### config.mk
export PLATFORM = sky130hd
export DESIGN_NAME = alu_writeback_stage_flat
export DESIGN_NICKNAME = d
export VERILOG_FILES = /design/src/rtl/alu_writeback_stage_pkg.sv /design/src/rtl/alu_writeback_stage_if.sv /design/src/rtl/alu_wb_fifo2.sv /design/src/rtl/alu_writeback_stage.sv /design/src/flat_wrapper.sv
export SDC_FILE = /design/constraint.sdc
export NUM_CORES = 1
export LEC_CHECK = 0
export CORE_UTILIZATION = 45
export CTS_CLUSTER_SIZE = 20
export DETAILED_ROUTE_END_ITERATION = 10
export GPL_TIMING_DRIVEN = 0
export PLACE_DENSITY = 0.84
export SLEW_MARGIN = 40
export SYNTH_ARGS = -nofsm -noshare
export SYNTH_HDL_FRONTEND = slang
export SYNTH_SLANG_ARGS = --single-unit
export TNS_END_PERCENT = 30
### constraint.sdc
create_clock -name clk -period 1.9 [get_ports clk]
set_input_delay 0.285 -clock clk [delete_from_list [all_inputs] [get_ports clk]]
set_output_delay 0.285 -clock clk [all_outputs]
set_load 0.01 [all_outputs]
### src/rtl/alu_writeback_stage_pkg.sv
// Shared types for the ALU writeback stage.
//   CPU_*_WIDTH   : default CPU datapath widths
//   ALU_WB_DEPTH  : writeback buffer depth
//   flag_idx_e    : bit position of each flag inside the flags vector
//   StrcAluWbEntry: one buffered register-file write {rd, data}
package alu_writeback_stage_pkg;

   localparam int unsigned CPU_WORD_WIDTH     = 32;
   localparam int unsigned CPU_REG_ADDR_WIDTH = 4;
   localparam int unsigned CPU_FLAGS_WIDTH    = 4;
   localparam int unsigned ALU_WB_DEPTH       = 2;

   typedef enum logic [1:0] {
      FlagC = 2'd0,
      FlagZ = 2'd1,
      FlagV = 2'd2,
      FlagN = 2'd3
   } flag_idx_e;

   typedef struct packed {
      logic [CPU_REG_ADDR_WIDTH-1:0] rd;
      logic [CPU_WORD_WIDTH-1:0]     data;
   } StrcAluWbEntry;

endpackage

### src/rtl/alu_writeback_stage_if.sv
// Bus bundle between the ALU, the writeback stage and the register file.
//   in_*    : ALU result handshake (in_valid/in_ready) with data, flags, rd, write enables
//   flags_q : architectural flags back to the ALU
//   rf_*    : register-file write port handshake (rf_we/rf_ready) with addr/data
//   query_* : operand hazard check / forwarding
// Modport slave is the writeback stage; master is everything around it.
interface alu_writeback_stage_if #(
   parameter int unsigned WORD_WIDTH     = 32,
   parameter int unsigned REG_ADDR_WIDTH = 4,
   parameter int unsigned FLAGS_WIDTH    = 4
);
   logic                      in_valid;
   logic                      in_ready;
   logic [WORD_WIDTH-1:0]     in_data;
   logic [FLAGS_WIDTH-1:0]    in_flags;
   logic [REG_ADDR_WIDTH-1:0] in_rd;
   logic                      in_wr_rd;
   logic                      in_wr_flags;
   logic [FLAGS_WIDTH-1:0]    flags_q;
   logic                      rf_we;
   logic                      rf_ready;
   logic [REG_ADDR_WIDTH-1:0] rf_addr;
   logic [WORD_WIDTH-1:0]     rf_data;
   logic [REG_ADDR_WIDTH-1:0] query_addr;
   logic                      query_pending;
   logic                      query_hit;
   logic [WORD_WIDTH-1:0]     query_data;

   modport master (
      output in_valid, in_data, in_flags, in_rd, in_wr_rd, in_wr_flags, rf_ready, query_addr,
      input  in_ready, flags_q, rf_we, rf_addr, rf_data, query_pending, query_hit, query_data
   );

   modport slave (
      input  in_valid, in_data, in_flags, in_rd, in_wr_rd, in_wr_flags, rf_ready, query_addr,
      output in_ready, flags_q, rf_we, rf_addr, rf_data, query_pending, query_hit, query_data
   );
endinterface

### src/rtl/alu_wb_fifo2.sv
// Two-entry in-order buffer of pending register-file writes.
//   clk, rst_n  : clock, async active-low reset (clears storage, pointers, count)
//   push        : write push_entry at the tail (ignored when full)
//   pop         : drop the head entry (ignored when empty)
//   head_entry  : oldest entry; next_entry: younger entry (valid only when next_valid)
//   full, empty : occupancy flags
module alu_wb_fifo2
   import alu_writeback_stage_pkg::*;
(
   input  logic          clk,
   input  logic          rst_n,
   input  logic          push,
   input  logic          pop,
   input  StrcAluWbEntry push_entry,
   output StrcAluWbEntry head_entry,
   output StrcAluWbEntry next_entry,
   output logic          next_valid,
   output logic          full,
   output logic          empty
);

   StrcAluWbEntry mem_q [ALU_WB_DEPTH];
   logic          head_q;
   logic [1:0]    count_q, count_d;
   logic          push_ok, pop_ok;
   logic          tail_idx;

   assign full     = (count_q == 2'd2);
   assign empty    = (count_q == 2'd0);
   assign push_ok  = push & ~full;
   assign pop_ok   = pop & ~empty;
   // Slot after the head when one entry is held, the head slot itself when empty.
   assign tail_idx = head_q ^ count_q[0];

   always_comb begin
      count_d = count_q;
      unique case ({push_ok, pop_ok})
         2'b10:   count_d = count_q + 2'd1;
         2'b01:   count_d = count_q - 2'd1;
         default: count_d = count_q;
      endcase
   end

   always_ff @(posedge clk or negedge rst_n) begin
      if (!rst_n) begin
         for (int i = 0; i < ALU_WB_DEPTH; i++) mem_q[i] <= '0;
         head_q  <= 1'b0;
         count_q <= 2'd0;
      end else begin
         if (push_ok) mem_q[tail_idx] <= push_entry;
         if (pop_ok)  head_q <= ~head_q;
         count_q <= count_d;
      end
   end

   assign head_entry = mem_q[head_q];
   assign next_entry = mem_q[~head_q];
   assign next_valid = full;

endmodule

### src/rtl/alu_writeback_stage.sv
// ALU execute/writeback stage: buffers ALU results in order, drains them into the
// register-file write port, owns the architectural flags register and answers
// operand hazard queries.
//   clk, rst_n : clock, async active-low reset
//   bus        : alu_writeback_stage_if.slave (in_*, flags_q, rf_*, query_*)
// Optional build macro ALU_WB_FORWARD_EN: when defined, query_hit/query_data forward
// the youngest matching buffered value; otherwise both are tied to zero.
module alu_writeback_stage
   import alu_writeback_stage_pkg::*;
#(
   parameter int unsigned            WORD_WIDTH     = CPU_WORD_WIDTH,
   parameter int unsigned            REG_ADDR_WIDTH = CPU_REG_ADDR_WIDTH,
   parameter int unsigned            FLAGS_WIDTH    = CPU_FLAGS_WIDTH,
   parameter logic [FLAGS_WIDTH-1:0] FLAGS_RESET    = '0
) (
   input logic                clk,
   input logic                rst_n,
   alu_writeback_stage_if.slave bus
);

   StrcAluWbEntry          head_entry, next_entry, push_entry;
   logic                   next_valid, full, empty;
   logic                   accept;
   logic                   head_match, next_match;
   logic [FLAGS_WIDTH-1:0] arch_flags_q;

   // in_ready depends only on buffer occupancy, never on rf_ready.
   assign bus.in_ready = ~full;
   assign accept       = bus.in_valid & ~full;

   assign push_entry.rd   = bus.in_rd;
   assign push_entry.data = bus.in_data;

   alu_wb_fifo2 u_fifo (
      .clk        (clk),
      .rst_n      (rst_n),
      .push       (accept & bus.in_wr_rd),
      .pop        (bus.rf_ready),
      .push_entry (push_entry),
      .head_entry (head_entry),
      .next_entry (next_entry),
      .next_valid (next_valid),
      .full       (full),
      .empty      (empty)
   );

   assign bus.rf_we   = ~empty;
   assign bus.rf_addr = head_entry.rd;
   assign bus.rf_data = head_entry.data;

   // Updated on the accept edge so a dependent op issued next cycle sees the new carry.
   always_ff @(posedge clk or negedge rst_n) begin
      if (!rst_n) begin
         arch_flags_q <= FLAGS_RESET;
      end else if (accept && bus.in_wr_flags) begin
         arch_flags_q <= bus.in_flags;
      end
   end

   assign bus.flags_q = arch_flags_q;

   assign head_match        = ~empty & (head_entry.rd == bus.query_addr);
   assign next_match        = next_valid & (next_entry.rd == bus.query_addr);
   assign bus.query_pending = head_match | next_match;

`ifdef ALU_WB_FORWARD_EN
   assign bus.query_hit = bus.query_pending;
   // Younger entry wins: it holds the most recent value of the register.
   assign bus.query_data = next_match ? next_entry.data :
                           head_match ? head_entry.data : '0;
`else
   logic unused_next_data;
   assign unused_next_data = ^next_entry.data;
   assign bus.query_hit    = 1'b0;
   assign bus.query_data   = '0;
`endif

endmodule

### src/flat_wrapper.sv
// flat-port wrapper written by rule: the top's interface ports become plain ports
module alu_writeback_stage_flat import alu_writeback_stage_pkg::*;
#(
   parameter int unsigned            WORD_WIDTH     = CPU_WORD_WIDTH,
   parameter int unsigned            REG_ADDR_WIDTH = CPU_REG_ADDR_WIDTH,
   parameter int unsigned            FLAGS_WIDTH    = CPU_FLAGS_WIDTH,
   parameter logic [FLAGS_WIDTH-1:0] FLAGS_RESET    = '0
)
  (clk, rst_n, bus_in_valid, bus_in_data, bus_in_flags, bus_in_rd, bus_in_wr_rd, bus_in_wr_flags, bus_rf_ready, bus_query_addr, bus_in_ready, bus_flags_q, bus_rf_we, bus_rf_addr, bus_rf_data, bus_query_pending, bus_query_hit, bus_query_data);
  alu_writeback_stage_if #(.WORD_WIDTH(WORD_WIDTH), .REG_ADDR_WIDTH(REG_ADDR_WIDTH), .FLAGS_WIDTH(FLAGS_WIDTH)) bus_i ();
  input logic clk;
  input logic rst_n;
  input wire logic [$bits(bus_i.in_valid)-1:0] bus_in_valid;
  input wire logic [$bits(bus_i.in_data)-1:0] bus_in_data;
  input wire logic [$bits(bus_i.in_flags)-1:0] bus_in_flags;
  input wire logic [$bits(bus_i.in_rd)-1:0] bus_in_rd;
  input wire logic [$bits(bus_i.in_wr_rd)-1:0] bus_in_wr_rd;
  input wire logic [$bits(bus_i.in_wr_flags)-1:0] bus_in_wr_flags;
  input wire logic [$bits(bus_i.rf_ready)-1:0] bus_rf_ready;
  input wire logic [$bits(bus_i.query_addr)-1:0] bus_query_addr;
  output wire logic [$bits(bus_i.in_ready)-1:0] bus_in_ready;
  output wire logic [$bits(bus_i.flags_q)-1:0] bus_flags_q;
  output wire logic [$bits(bus_i.rf_we)-1:0] bus_rf_we;
  output wire logic [$bits(bus_i.rf_addr)-1:0] bus_rf_addr;
  output wire logic [$bits(bus_i.rf_data)-1:0] bus_rf_data;
  output wire logic [$bits(bus_i.query_pending)-1:0] bus_query_pending;
  output wire logic [$bits(bus_i.query_hit)-1:0] bus_query_hit;
  output wire logic [$bits(bus_i.query_data)-1:0] bus_query_data;
  assign bus_i.in_valid = bus_in_valid;
  assign bus_i.in_data = bus_in_data;
  assign bus_i.in_flags = bus_in_flags;
  assign bus_i.in_rd = bus_in_rd;
  assign bus_i.in_wr_rd = bus_in_wr_rd;
  assign bus_i.in_wr_flags = bus_in_wr_flags;
  assign bus_i.rf_ready = bus_rf_ready;
  assign bus_i.query_addr = bus_query_addr;
  assign bus_in_ready = bus_i.in_ready;
  assign bus_flags_q = bus_i.flags_q;
  assign bus_rf_we = bus_i.rf_we;
  assign bus_rf_addr = bus_i.rf_addr;
  assign bus_rf_data = bus_i.rf_data;
  assign bus_query_pending = bus_i.query_pending;
  assign bus_query_hit = bus_i.query_hit;
  assign bus_query_data = bus_i.query_data;
  alu_writeback_stage #(.WORD_WIDTH(WORD_WIDTH), .REG_ADDR_WIDTH(REG_ADDR_WIDTH), .FLAGS_WIDTH(FLAGS_WIDTH), .FLAGS_RESET(FLAGS_RESET)) u_core (.clk(clk), .rst_n(rst_n), .bus(bus_i));
endmodule
==> results of run 1 <==
-- Yosys cell counts (all sizes together) (2+ instances only) --
cell,instances
xor2,7
xnor2,5
buf,45
nor2,3
mux2,113
nand3,4
dfrtp,79
mux2i,4
nand2b,2
-- where the power goes --
group / internal, mW / leakage (nW) / switching, mW
Combinational: 3.56 / 1.72 / 1.98
Sequential: 2.54 / 0.939 / 0.515
Clock: 0.777 / 0.110 / 0.595
Total: 6.87 / 2.77 / 3.09
-- metal layers --
metal	global-route usage [%]	vias up	part of all wire [%]	routed length, um
li1	-	1156	-	-
met2	32.0	68	52	4270
met4	6.74	0	1.7	139
met3	3.52	10	4.2	351
met1	23.2	1238	42	3500
met5	0	-	0	0
-- worst register-to-register path: stages (launching register included) --
cell,delay [ns]
sky130_fd_sc_hd__dfrtp_1,0.38
sky130_fd_sc_hd__buf_6,0.15
sky130_fd_sc_hd__buf_4,0.16
sky130_fd_sc_hd__nor3_4,0.16
sky130_fd_sc_hd__a21oi_2,0.06
sky130_fd_sc_hd__nor2_4,0.30
sky130_fd_sc_hd__buf_8,0.22
sky130_fd_sc_hd__mux2_2,0.35
-- cell type report --
cell class              instances  area, um^2
clock inverters                 5        81.3
multi-input cells             178        1960
plain buffers                  46         433
fillers                       653        2940
clock buffers                  11         141
repair buffers                 99        1000
flip-flops and latches         79        1980
inverters                       1        3.75
well taps                     108         135
-- repair_timing --
| action | CTS | global route |
|---|---|---|
| setup buffers | 3 | 2 |
| endpoints found under the hold margin | 34 | 0 |
| gates resized for setup | 163 | 60 |
| pin swaps | 1 | 5 |
| hold buffers | 1 | 0 |
| setup endpoints to repair | 37 | 67 |
| gates cloned | 1 | 0 |
-- flip-flops by register name, summed over array words and instances (netlist names) --
signal / flops
u_core.u_fifo.count_q: 2
u_core.u_fifo.head_q: 1
u_core.u_fifo.mem_q: 72
u_core.bus.flags_q: 4
-- stage by stage --
| stage | TNS (ns) | setup WS (ns) | power (mW) |
|---|---|---|---|
| after global placement | -178.43 | -2.16 | 7.66 |
| after floorplan | 0 | 0.141 | 5.88 |
| after global routing | -3.26 | -0.299 | 10.6 |
| after detailed placement | -8.87 | -0.336 | 7.82 |
| final | -0.517 | -0.195 | 9.96 |
| after CTS | -1.80 | -0.255 | 9.37 |
-- logic make-up after synthesis --
logic type | share of synthesized area, %
mux | 35.6
flops | 49.3
buf+inv | 9.36
simple gates | 2.31
xor+xnor | 2.62
compound gates | 0.343
fa+ha+maj | 0.312
other cells | 0.0935
-- cell usage in the layout, fill, tap and decap left out, types with 5 or more instances in the layout --
cell type | netlist | layout
sky130_fd_sc_hd__clkbuf_8 | 0 | 10
sky130_fd_sc_hd__buf_12 | 0 | 5
sky130_fd_sc_hd__mux2_4 | 31 | 66
sky130_fd_sc_hd__buf_4 | 35 | 37
sky130_fd_sc_hd__buf_2 | 3 | 5
sky130_fd_sc_hd__clkdlybuf4s50_1 | 0 | 53
sky130_fd_sc_hd__buf_6 | 4 | 30
sky130_fd_sc_hd__xor2_1 | 7 | 7
sky130_fd_sc_hd__mux2_2 | 80 | 45
sky130_fd_sc_hd__conb_1 | 1 | 33
sky130_fd_sc_hd__dfrtp_1 | 79 | 79
-- worst paths after layout --
check / start / endpoint / slack [ns] / cells after the start
max: u_core.u_fifo.head_q$_DFFE_PN0P_ / bus_query_pending / -0.20 / 6
min: rst_n / u_core.u_fifo.mem_q[27]$_DFFE_PN0P_ / 0.40 / 2
max reg2reg: u_core.u_fifo.head_q$_DFFE_PN0P_ / u_core.u_fifo.mem_q[36]$_DFFE_PN0P_ / 0 / 7
min reg2reg: u_core.u_fifo.mem_q[0]$_DFFE_PN0P_ / u_core.u_fifo.mem_q[0]$_DFFE_PN0P_ / 0.50 / 1
max in group asynchronous: rst_n / u_core.u_fifo.mem_q[21]$_DFFE_PN0P_ / 0.97 / 3
min in group clk: u_core.u_fifo.mem_q[0]$_DFFE_PN0P_ / u_core.u_fifo.mem_q[0]$_DFFE_PN0P_ / 0.50 / 1
==> metrics, run 1 <==
final HPWL from detailed placement roughly 5600 um; GR Util All Layers 18.6%; warnings from Yosys 0; fraction of synthesis flops using an asynchronous set or reset pin 100%; Congestion Overflow GR 0; CTS tree yes; number of port buffers 92; num ports between 100 and 150; Primary FF master, synth sky130_fd_sc_hd__dfrtp_1; number of buffers and inverters on the critical path 2; buffer levels on the longest clock path 2; reported leakage power 2.77 nW; vertical extent of the die approximately 96 um; result of the run complete, but fails checks; worst ir drop on vdd about 1100 uV; Setup-failing EPs final 10; number of cells produced by synthesis between 200 and 300; detailed-router iteration count before antenna repair 6; global-route wire length before repair 12800 um; proportion of synthesized chip area in sequential cells about half; critical path's top delay family flip-flops; number of DRC markers after the initial detailed-route iteration 34; startpoint class of the critical path register; clock transition at the registers of the reported paths 0.08 ns; largest clock skew in the final design 0.0102 ns; clock sink count 79; antenna diode count 0; area overhead of the layout relative to synthesis 43.2%; critical path peak fanout 7; Slowest Stage Delay on Critical Path 0.38 ns; largest net degree at the start of global routing 46; average cell area after synthesis between 10 and 15 um^2; portion of the clock cycle consumed by the worst path in the final layout 110%; Synth top area share 49.3%; Num CTS Buffers 9; fraction of final layout cells with drive strength greater than 1 53.0%; master cell of the clock root buffer sky130_fd_sc_hd__clkbuf_8; critical path, cell by cell buf_6, mux2_4, xnor2_2, nand3_1, o32ai_1, buf_2; required time of the critical path 1.62 ns; final critical-path required period 2.10 ns; Hold WS 0.401 ns; final routed wirelength across all metal layers 8260 um; starting density of the core 46.2%; routability-driven placement congestion ratio 0.731; final core utilization 66.1%; final net count 465; Area contributors post-synth sky130_fd_sc_hd__dfrtp_1 49%, sky130_fd_sc_hd__mux2_2 22%, sky130_fd_sc_hd__mux2_4 12%; routed len/inst about 16 um; Placement Cell Area 0.00521 mm^2; vias in the first global route 2618; Critical Setup Path Class reg2out; count of flip-flops with a built-in enable after synthesis 0; setup repair after global routing missed its margin yes; Arr. time, crit path approximately 1.8 ns; crit end category output port; total placed cells including tap cells 505; register bit total from synthesis between 70 and 80; final-report hold violation count 0; type of the tightest min-delay check in2async; non-filler instance count after layout 527; cell area after synthesis 0.00401 mm^2; Die ar. between 0.009 and 0.01 mm^2; DRC violations left 0; failing checks negative setup slack; initial antenna violation count 0; slowest stage cell, crit path sky130_fd_sc_hd__dfrtp_1; highest clock frequency the design can meet 477 MHz; H-tree Lvls 3; largest area contributor in the netlist sky130_fd_sc_hd__dfrtp_1; clock latency at the later pin of the worst-skew pair 0.34 ns; average via count per standard cell roughly 4.7; vias post-DR 2472; total power density per cell area 1740 mW/mm^2; unique cell type count in the Yosys netlist 26; overall die width 96.4 um; cell row count 34; number of nets still failing antenna checks after routing 0; count of final max-slew check failures 0; post-route cell area 0.00574 mm^2; total core area 0.00868 mm^2; Worst Setup Slack, final -0.195 ns; number of violations of the max-capacitance limit 0
Note: power is estimated with default switching activity, not from simulation.
==> run 2, diff against run 1 <==
--- a/config.mk
+++ b/config.mk
@@ -9,9 +9,11 @@
 export CTS_CLUSTER_SIZE = 20
 export DETAILED_ROUTE_END_ITERATION = 10
 export GPL_TIMING_DRIVEN = 0
-export PLACE_DENSITY = 0.84
+export PLACE_DENSITY = 0.77
+export SETUP_SLACK_MARGIN = 0.4
 export SLEW_MARGIN = 40
 export SYNTH_ARGS = -nofsm -noshare
 export SYNTH_HDL_FRONTEND = slang
+export SYNTH_HIERARCHICAL = 1
 export SYNTH_SLANG_ARGS = --single-unit
 export TNS_END_PERCENT = 30
==> constraint.sdc (replaced) <==
create_clock -name clk -period 2.6 [get_ports clk]
set_input_delay 0.39 -clock clk [delete_from_list [all_inputs] [get_ports clk]]
set_output_delay 0.39 -clock clk [all_outputs]
set_load 0.01 [all_outputs]
==> metrics, run 2 <==
number of nets still failing antenna checks after routing 0 (unchanged); required time of the critical path 2.21 ns (+0.59 ns); final HPWL from detailed placement 13700 um (+140%); setup repair after global routing missed its margin yes; average cell area after synthesis 8.83 um^2 (-40%); starting density of the core 46.3% (+0.079 points); final critical-path required period 2.47 ns; fraction of final layout cells with drive strength greater than 1 29.0% (-24 points); headroom to the max-slew limit 50.7%; master cell of the clock root buffer sky130_fd_sc_hd__clkbuf_16; initial antenna violation count 0 (unchanged); total core area 0.0127 mm^2 (+46%); crit end category output port; Arr. time, crit path 2.08 ns (+0.27 ns); cell row count 41 (+21%); clock transition at the registers of the reported paths 0.06 ns (-0.02 ns); Most flops, register u_core/u_fifo/mem_q; detailed-router iteration count before antenna repair 6 (unchanged); largest net degree at the start of global routing 51 (+11%); Critical Setup Path Class reg2out; Placement Cell Area 0.00723 mm^2 (+39%); routed len/inst 21.9 um (+40%); type of the tightest min-delay check in2async; num ports 126 (unchanged); final routed wirelength across all metal layers 22300 um (+170%); average via count per standard cell 6.56 (+40%); final net count 895 (+92%); final-report hold violation count 0 (unchanged); area overhead of the layout relative to synthesis 41.9%; most common library cell in the layout ignoring fill and taps sky130_fd_sc_hd__dfrtp_1; number of violations of the max-capacitance limit 0 (unchanged); post-route cell area 0.00832 mm^2 (+45%); critical path peak fanout 5 (-2); Post-Route Setup TNS 0 ns (+0.517 ns); portion of the clock cycle consumed by the worst path in the final layout 95.1%; Die ar. 0.0135 mm^2 (+45%); commonest cells after routing, fill and taps aside 78 x sky130_fd_sc_hd__dfrtp_1, 75 x sky130_fd_sc_hd__buf_4, 63 x sky130_fd_sc_hd__a21oi_1; CTS tree yes; number of cells produced by synthesis 664 (+140%); DRC violations left 0 (unchanged); largest clock skew in the final design 0.00420 ns (-0.00600 ns); highest clock frequency the design can meet around 400 MHz; Congestion Overflow GR 0 (unchanged); antenna diode count 0 (unchanged); cell area after synthesis 0.00586 mm^2 (+46%); Num CTS Buffers 9 (unchanged); overall die width 116 um (+21%); clock latency at the later pin of the worst-skew pair 0.35 ns (about the same); Setup-failing EPs final 0 (-10); global-route wire length before repair 31800 um (+150%); warnings from Yosys 6 (+6); vias in the first global route 6022 (+130%); non-filler instance count after layout 1020 (+94%); result of the run complete, no violations; routability-driven placement congestion ratio 0.896 (+23%); vias post-DR 6688 (+170%); worst ir drop on vdd 500 uV (-53%); total of fill cells in the finished design 995 (+52%); count of final max-slew check failures 0 (unchanged); Worst Tran Pin Value 0.739 ns; number of flip-flops under the largest register name 72 (unchanged); buffer levels on the longest clock path 2 (unchanged); startpoint class of the critical path register; clock sink count 79 (unchanged); number of port buffers 92 (unchanged); total power density per cell area 1210 mW/mm^2 (-30%); GR Util All Layers 30.8% (+12 points); number of DRC markers after the initial detailed-route iteration 983 (+2800%); total placed cells including tap cells 961 (+90%); reported leakage power 3.46 nW (+25%); vertical extent of the die 116 um (+21%); H-tree Lvls 3 (unchanged)
[run 2: worst paths after layout]
check | startpoint | to | slack (ns) | depth (start not counted)
worst max-delay path | u_core/u_fifo/head_q$_DFFE_PN0P_ | bus_query_pending | 0.13 | 9
worst min-delay path | rst_n | u_core/u_fifo/mem_q[4]$_DFFE_PN0P_ | 0.50 | 2
worst max register to register | u_core/u_fifo/count_q[1]$_DFFE_PN0P_ | u_core/u_fifo/mem_q[41]$_DFFE_PN0P_ | 0.24 | 13
worst min register to register | u_core/bus.flags_q[1]$_DFFE_PN0P_ | u_core/bus.flags_q[1]$_DFFE_PN0P_ | 0.52 | 1
max in group asynchronous | rst_n | u_core/u_fifo/mem_q[32]$_DFFE_PN0P_ | 1.55 | 3
min in group clk | u_core/bus.flags_q[1]$_DFFE_PN0P_ | u_core/bus.flags_q[1]$_DFFE_PN0P_ | 0.52 | 1
[run 2: cell type report]
cell class	instances	area, um^2	area share, %
plain buffers	110	831	9.98
clock buffers	12	267	3.20
clock inverters	3	65.1	0.782
inverters	8	42.5	0.511
multi-input cells	499	3600	43.2
flip-flops and latches	79	1980	23.8
well taps	172	215	2.59
repair buffers	137	1330	16.0
[run 2: timing repair]
| item | 4_1_cts | 5_1_grt |
|---|---|---|
| setup buffers | 8 | 32 |
| endpoints found under the hold margin | 29 | 0 |
| resized for setup | 70 | 106 |
| hold buffers | 1 | 0 |
| pin swaps | 2 | 27 |
| setup endpoints to repair | 113 | 101 |
| cloned | 0 | 3 |
[run 2: where the power goes]
| part | switching (mW) | internal [mW] | total [mW] |
|---|---|---|---|
| clock network | 0.528 | 0.913 | 1.44 |
| logic | 3.70 | 2.92 | 6.62 |
| registers | 0.397 | 1.65 | 2.05 |
[run 2: routing by layer]
layer	track usage, %	vias up	wire (um)
li1	-	2809	-
met1	40.5	3106	8220
met4	17.2	0	1090
met3	5.19	139	2650
met2	48.4	634	10400
met5	0	-	0
[run 2: worst max-delay path: stages (launching register included)]
cell and delay, ns:
sky130_fd_sc_hd__dfrtp_1 0.37, sky130_fd_sc_hd__buf_6 0.12, sky130_fd_sc_hd__buf_8 0.13, sky130_fd_sc_hd__buf_8 0.13
sky130_fd_sc_hd__mux2_4 0.30, sky130_fd_sc_hd__xor2_1 0.14, sky130_fd_sc_hd__a21oi_1 0.13, sky130_fd_sc_hd__o211ai_1 0.13
sky130_fd_sc_hd__o21ai_2 0.14, sky130_fd_sc_hd__buf_2 0.14
[run 2: stage by stage]
stage | util [%] | total power, mW | setup slack, ns | hold slack, ns
2_1_floorplan | - | 5.50 | 0.390 | 0.0944
3_3_place_gp | 56.8 | 7.24 | -1.84 | 0.488
3_5_place_dp | 57.1 | 7.43 | -0.337 | 0.296
4_1_cts | 60.6 | 9.00 | 0.126 | 0.500
5_1_grt | 65.7 | 10.5 | 0.0776 | 0.531
6_report | 65.7 | 10.1 | 0.128 | 0.497
